==> src/rtl/edge_detect_pkg.sv <==
// Shared types and constants for the multi-channel edge detector.
// Optional build macro used by the channel logic: EDGE_SYNC_EN.
package edge_detect_pkg;

  typedef enum logic [1:0] {
    EDGE_OFF  = 2'b00,
    EDGE_RISE = 2'b01,
    EDGE_FALL = 2'b10,
    EDGE_BOTH = 2'b11
  } edge_mode_t;

  localparam int SYNC_STAGES = 2;

  // True when a filtered transition to new_lvl is an event under mode m.
  function automatic logic mode_match(input edge_mode_t m, input logic new_lvl);
    logic hit;
    hit = 1'b0;
    unique case (m)
      EDGE_RISE: hit = new_lvl;
      EDGE_FALL: hit = ~new_lvl;
      EDGE_BOTH: hit = 1'b1;
      default:   hit = 1'b0;
    endcase
    return hit;
  endfunction

endpackage

==> src/rtl/edge_detect_chan.sv <==
// One channel: optional input synchronizer, glitch filter, edge pulse and sticky flag.
// Build macro EDGE_SYNC_EN inserts a 2-flop synchronizer ahead of the filter.
module edge_detect_chan
  import edge_detect_pkg::*;
#(
  parameter int FILT_CYC = 3
) (
  input  logic       clk,
  input  logic       reset,
  input  logic       in_raw,
  input  edge_mode_t mode,
  input  logic       clr,
  output logic       out_edge,
  output logic       out_level,
  output logic       out_flag
);

  localparam int CW = $clog2(FILT_CYC + 1);
  localparam logic [CW-1:0] LAST = CW'(FILT_CYC - 1);

  logic          s;
  logic [CW-1:0] cnt;
  logic          upd;
  logic          hit;

`ifdef EDGE_SYNC_EN
  logic [SYNC_STAGES-1:0] sync_q;

  always_ff @(posedge clk or posedge reset) begin
    if (reset) begin
      sync_q <= '0;
    end else begin
      sync_q <= {sync_q[SYNC_STAGES-2:0], in_raw};
    end
  end

  assign s = sync_q[SYNC_STAGES-1];
`else
  assign s = in_raw;
`endif

  // The new level is accepted on the FILT_CYC-th consecutive differing sample.
  assign upd = (s != out_level) && (cnt == LAST);

  always_comb begin
    hit = 1'b0;
    if (upd) begin
      hit = mode_match(mode, s);
    end
  end

  always_ff @(posedge clk or posedge reset) begin
    if (reset) begin
      cnt       <= '0;
      out_level <= 1'b0;
      out_edge  <= 1'b0;
    end else begin
      out_edge <= hit;
      if (s == out_level) begin
        cnt <= '0;
      end else if (upd) begin
        cnt       <= '0;
        out_level <= s;
      end else begin
        cnt <= cnt + CW'(1);
      end
    end
  end

  // Flag follows the registered pulse, so a clear seen alongside the pulse loses.
  always_ff @(posedge clk or posedge reset) begin
    if (reset) begin
      out_flag <= 1'b0;
    end else if (out_edge) begin
      out_flag <= 1'b1;
    end else if (clr) begin
      out_flag <= 1'b0;
    end
  end

endmodule

==> src/rtl/edge_detect_multi.sv <==
// N_CH independent filtered edge detectors with per-channel mode and a global any-event output.
// Build macro EDGE_SYNC_EN adds a 2-flop input synchronizer in every channel.
module edge_detect_multi
  import edge_detect_pkg::*;
#(
  parameter int N_CH     = 4,
  parameter int FILT_CYC = 3
) (
  input  logic              clk,
  input  logic              reset,
  input  logic [N_CH-1:0]   in_edge,
  input  logic [2*N_CH-1:0] mode,
  input  logic [N_CH-1:0]   clr,
  output logic [N_CH-1:0]   out_edge,
  output logic [N_CH-1:0]   out_level,
  output logic [N_CH-1:0]   out_flag,
  output logic              out_any
);

  for (genvar i = 0; i < N_CH; i++) begin : g_chan
    edge_detect_chan #(
      .FILT_CYC (FILT_CYC)
    ) u_chan (
      .clk       (clk),
      .reset     (reset),
      .in_raw    (in_edge[i]),
      .mode      (edge_mode_t'(mode[2*i +: 2])),
      .clr       (clr[i]),
      .out_edge  (out_edge[i]),
      .out_level (out_level[i]),
      .out_flag  (out_flag[i])
    );
  end

  assign out_any = |out_edge;

endmodule

==> config.mk <==
export PLATFORM = sky130hd
export DESIGN_NAME = edge_detect_multi
export DESIGN_NICKNAME = d
export VERILOG_FILES = /design/src/rtl/edge_detect_pkg.sv /design/src/rtl/edge_detect_chan.sv /design/src/rtl/edge_detect_multi.sv
export SDC_FILE = /design/constraint.sdc
export NUM_CORES = 1
export LEC_CHECK = 0
export ABC_AREA = 1
export CAP_MARGIN = 30
export CORE_MARGIN = 2
export CORE_UTILIZATION = 42
export CTS_BUF_LIST = sky130_fd_sc_hd__clkbuf_4 sky130_fd_sc_hd__clkbuf_8
export CTS_CLUSTER_SIZE = 14
export DETAILED_ROUTE_END_ITERATION = 8
export GPL_TIMING_DRIVEN = 0
export PLACE_DENSITY = 0.78
export SLEW_MARGIN = 20
export SYNTH_ARGS = -nofsm -noshare
export SYNTH_HDL_FRONTEND = slang
export SYNTH_SLANG_ARGS = --single-unit
==> constraint.sdc <==
create_clock -name clk -period 0.8 [get_ports clk]
set_input_delay 0.12 -clock clk [delete_from_list [all_inputs] [get_ports clk]]
set_output_delay 0.12 -clock clk [all_outputs]
set_load 0.01 [all_outputs]
==> metrics <==
outcome=finished with violations; failing checks=setup timing; CP startpoint=g_chan[3].u_chan.out_edge$_DFF_PP0_; Worst Path Arrival=1.02 ns; Synth Register Bits=20; smallest setup slack after layout=-0.3354 ns; num ports=31; via/cell ratio=about 4.4; max incr delay on CP=0.42 ns; diodes inserted=0; Final GP Congestion=0.7677; number of max-slew violations in the final report=0; peak supply drop=between 1500 and 2000 uV; number of buffers inserted during clock tree synthesis=3; post-synthesis cell type with the largest combined area=sky130_fd_sc_hd__dfrtp_1; path type of the worst min-delay path=in -> async; cell row count=17; Max Cap Viol=0; cell with the biggest individual delay on the critical path=sky130_fd_sc_hd__dfrtp_1; combinational family with the most area after synthesis=simple AND/OR/NAND/NOR gates; gr ovfl total=0; most area-consuming cells after synthesis=sky130_fd_sc_hd__dfrtp_1 52%, sky130_fd_sc_hd__buf_4 9.4%, sky130_fd_sc_hd__inv_1 9.0%, sky130_fd_sc_hd__nand2_1 7.4%, sky130_fd_sc_hd__nor2_1 6.3%; TritonCTS clock tree=done; share of the yosys chip area belonging to registers=a little over half; synthesized-area fraction occupied by ao, oa, aoi and oai cells=4.167%; Post-Syn Nets=133; area overhead of the layout relative to synthesis=53.91%; DIE WIDTH=about 52 um; vias post-DR=781; Post-Synthesis Mean Instance Area=between 8 and 9 um^2; maximum clock path buffer count=2; shortest period the worst path allows=1.135 ns; worst slew margin relative to its limit=72.50%; initial core utilization=43.86%; Max Clock Skew=0.0006420 ns; ratio of cells with drive above 1 in the final layout=between 40% and 50%; vias in the first global route=706; cell area after layout=1479 um^2; area share of fa/ha/maj cells after synthesis=0%; cell area after placement=1296 um^2; Critical Path Sink Type=output port; critical-path cell list=inv_2 -> nand4_1 -> buf_2; post-synthesis share of cell area spent on xor and xnor gates=0%; kind of launch point of the worst setup path=flop; count of input and output buffers=30; leakage power=between 0.7 and 0.8 nW; commonest cells after routing, fill and taps aside=21 x sky130_fd_sc_hd__buf_6, 20 x sky130_fd_sc_hd__dfrtp_1, 16 x sky130_fd_sc_hd__clkdlybuf4s50_1; part of the cycle the worst path needs=141.9%; Least-Margin Pin Slew=0.4116 ns; fill cell total of the finished layout=roughly 180; wire length of the first global-routing pass=3049 um; Wirelength per Cell=10.25 um; commonest non-fill, non-tap cell in the layout=sky130_fd_sc_hd__buf_6; final hold slack=0.1603 ns; Setup Crit Path Kind=reg -> out; Post-Syn Area=960.9 um^2; unrepaired setup endpoints after global routing=true; sum of net half-perimeters after detailed placement=1288 um; Hold Fails Final Rpt=0; router iterations before antenna repair=2; number of distinct standard cells referenced by the synthesized netlist=12; share of the synthesized area in the top cell type=between 50% and 60%; Total Nets Final=170; portion of netlist area occupied by mux cells=0%; maximum frequency from static timing analysis=between 0.8 and 0.9 GHz; maximum number of pins on one net before global-route repair=21; clock-pin slew of the registers on the worst-case setup and hold paths=about 0.1 ns; worst path required time=slightly below 0.7 ns; synthesized netlist cell count=115; Die Y=around 52 um; power density over the cells=approximately 3000 nW/um^2; initial antenna violation count=0; DIE AREA=2686 um^2; Core Box Area=2191 um^2; number of clock sinks seen by CTS=20; DRC violation count after routing=0; Syn. warnings=0; maximum fanout count along the critical path=2; clock insertion delay at the later pin of the skew report=0.29 ns; detailed router's first-iteration violation count=1; Clock Root Buffer=sky130_fd_sc_hd__clkbuf_4; ANT nets after route=0; post-synthesis share of cell area spent on and, or, nand and nor gates=between 20% and 30%; Total GRT Usage=15.27%; number of levels the H-tree was split into=1; Total Wirelength=1834 um; startpoint of the worst register-to-register path=g_chan[0].u_chan.out_level$_DFFE_PP0P_; final setup violating endpoints=25
## synth_stat cells
cell,instances
sky130_fd_sc_hd__and2_1,3
sky130_fd_sc_hd__buf_4,12
sky130_fd_sc_hd__dfrtp_1,20
sky130_fd_sc_hd__inv_1,23
sky130_fd_sc_hd__inv_2,2
sky130_fd_sc_hd__nand2_1,19
sky130_fd_sc_hd__nand2_2,4
sky130_fd_sc_hd__nand3_1,3
sky130_fd_sc_hd__nand3_2,4
sky130_fd_sc_hd__nand4_1,1
sky130_fd_sc_hd__nor2_1,16
sky130_fd_sc_hd__o21ai_0,8
## cell families after synthesis
kind of cell,Yosys count
simple gates,50
buf+inv,37
flops,20
compound gates,8
## power by group
part	switching (W)	total, W	internal [W]
Sequential	0.000274	0.00162	0.00135
Clock	0.000292	0.000569	0.000277
Combinational	0.000963	0.00216	0.00120
## flip-flops by register name, summed over array words and instances, names as in the netlist
name	cells
g_chan.u_chan.out_flag	4
g_chan.u_chan.out_edge	4
g_chan.u_chan.out_level	4
g_chan.u_chan.cnt	8
## layout make-up
type / instances / area, um^2 / area share (%)
inverter: 25 / 102.6 / 6.937
timing repair buffer: 36 / 372.9 / 25.21
clock buffer: 4 / 36.28 / 2.453
tap: 28 / 35.03 / 2.369
sequential: 20 / 500.5 / 33.84
buffer: 8 / 78.83 / 5.330
multi-input combinational: 58 / 352.8 / 23.86
## worst max-delay path: cells and delay by family, from the launching register on
kind / cells / cell delay [ns]
buffers and inverters: 2 / 0.22
flip-flops: 1 / 0.42
AND/OR/NAND/NOR: 1 / 0.08
## routing by layer
layer / vias up / routed length [um] / GRT usage, %
li1: 400 / - / -
met1: 355 / 732 / 17.67
met2: 21 / 988 / 27.85
met3: 5 / 81 / 2.874
met4: 0 / 31 / 5.263
met5: - / 0 / 0
## final timing paths
check | slack [ns] | to | cells after the start
min in group clk | 0.18 | g_chan[3].u_chan.out_level$_DFFE_PP0P_ | 3
max in group asynchronous | 0.39 | g_chan[0].u_chan.out_edge$_DFF_PP0_ | 2
min | 0.16 | g_chan[0].u_chan.out_level$_DFFE_PP0P_ | 2
max | -0.34 | out_any | 3
max reg2reg | -0.07 | g_chan[0].u_chan.cnt[0]$_DFF_PP0_ | 5
min reg2reg | 0.51 | g_chan[0].u_chan.cnt[0]$_DFF_PP0_ | 1
## through the flow
stage | setup TNS (ns) | utilization, % | power, W | std cells | setup WS, ns
final | -3.477 | 67.50 | 0.004348 | 179 | -0.3354
after global routing | -4.593 | 67.50 | 0.004658 | 179 | -0.4046
after CTS | -3.551 | 63.34 | 0.004023 | 177 | -0.3406
after detailed placement | -12.36 | 59.17 | 0.003094 | 173 | -0.3533
after global placement | -11.96 | 59.17 | 0.003036 | 173 | -0.3137
after floorplan | 0 | - | 0.002492 | 115 | 0.06537
## repair_timing
action,4_1_cts,5_1_grt
setup buffers,4,3
pin swaps,2,7
hold endpoints to repair,0,0
gates resized for setup,82,29
setup endpoints to repair,17,49
hold buffers,0,0
No activity file was read; power rests on OpenSTA's default activity.
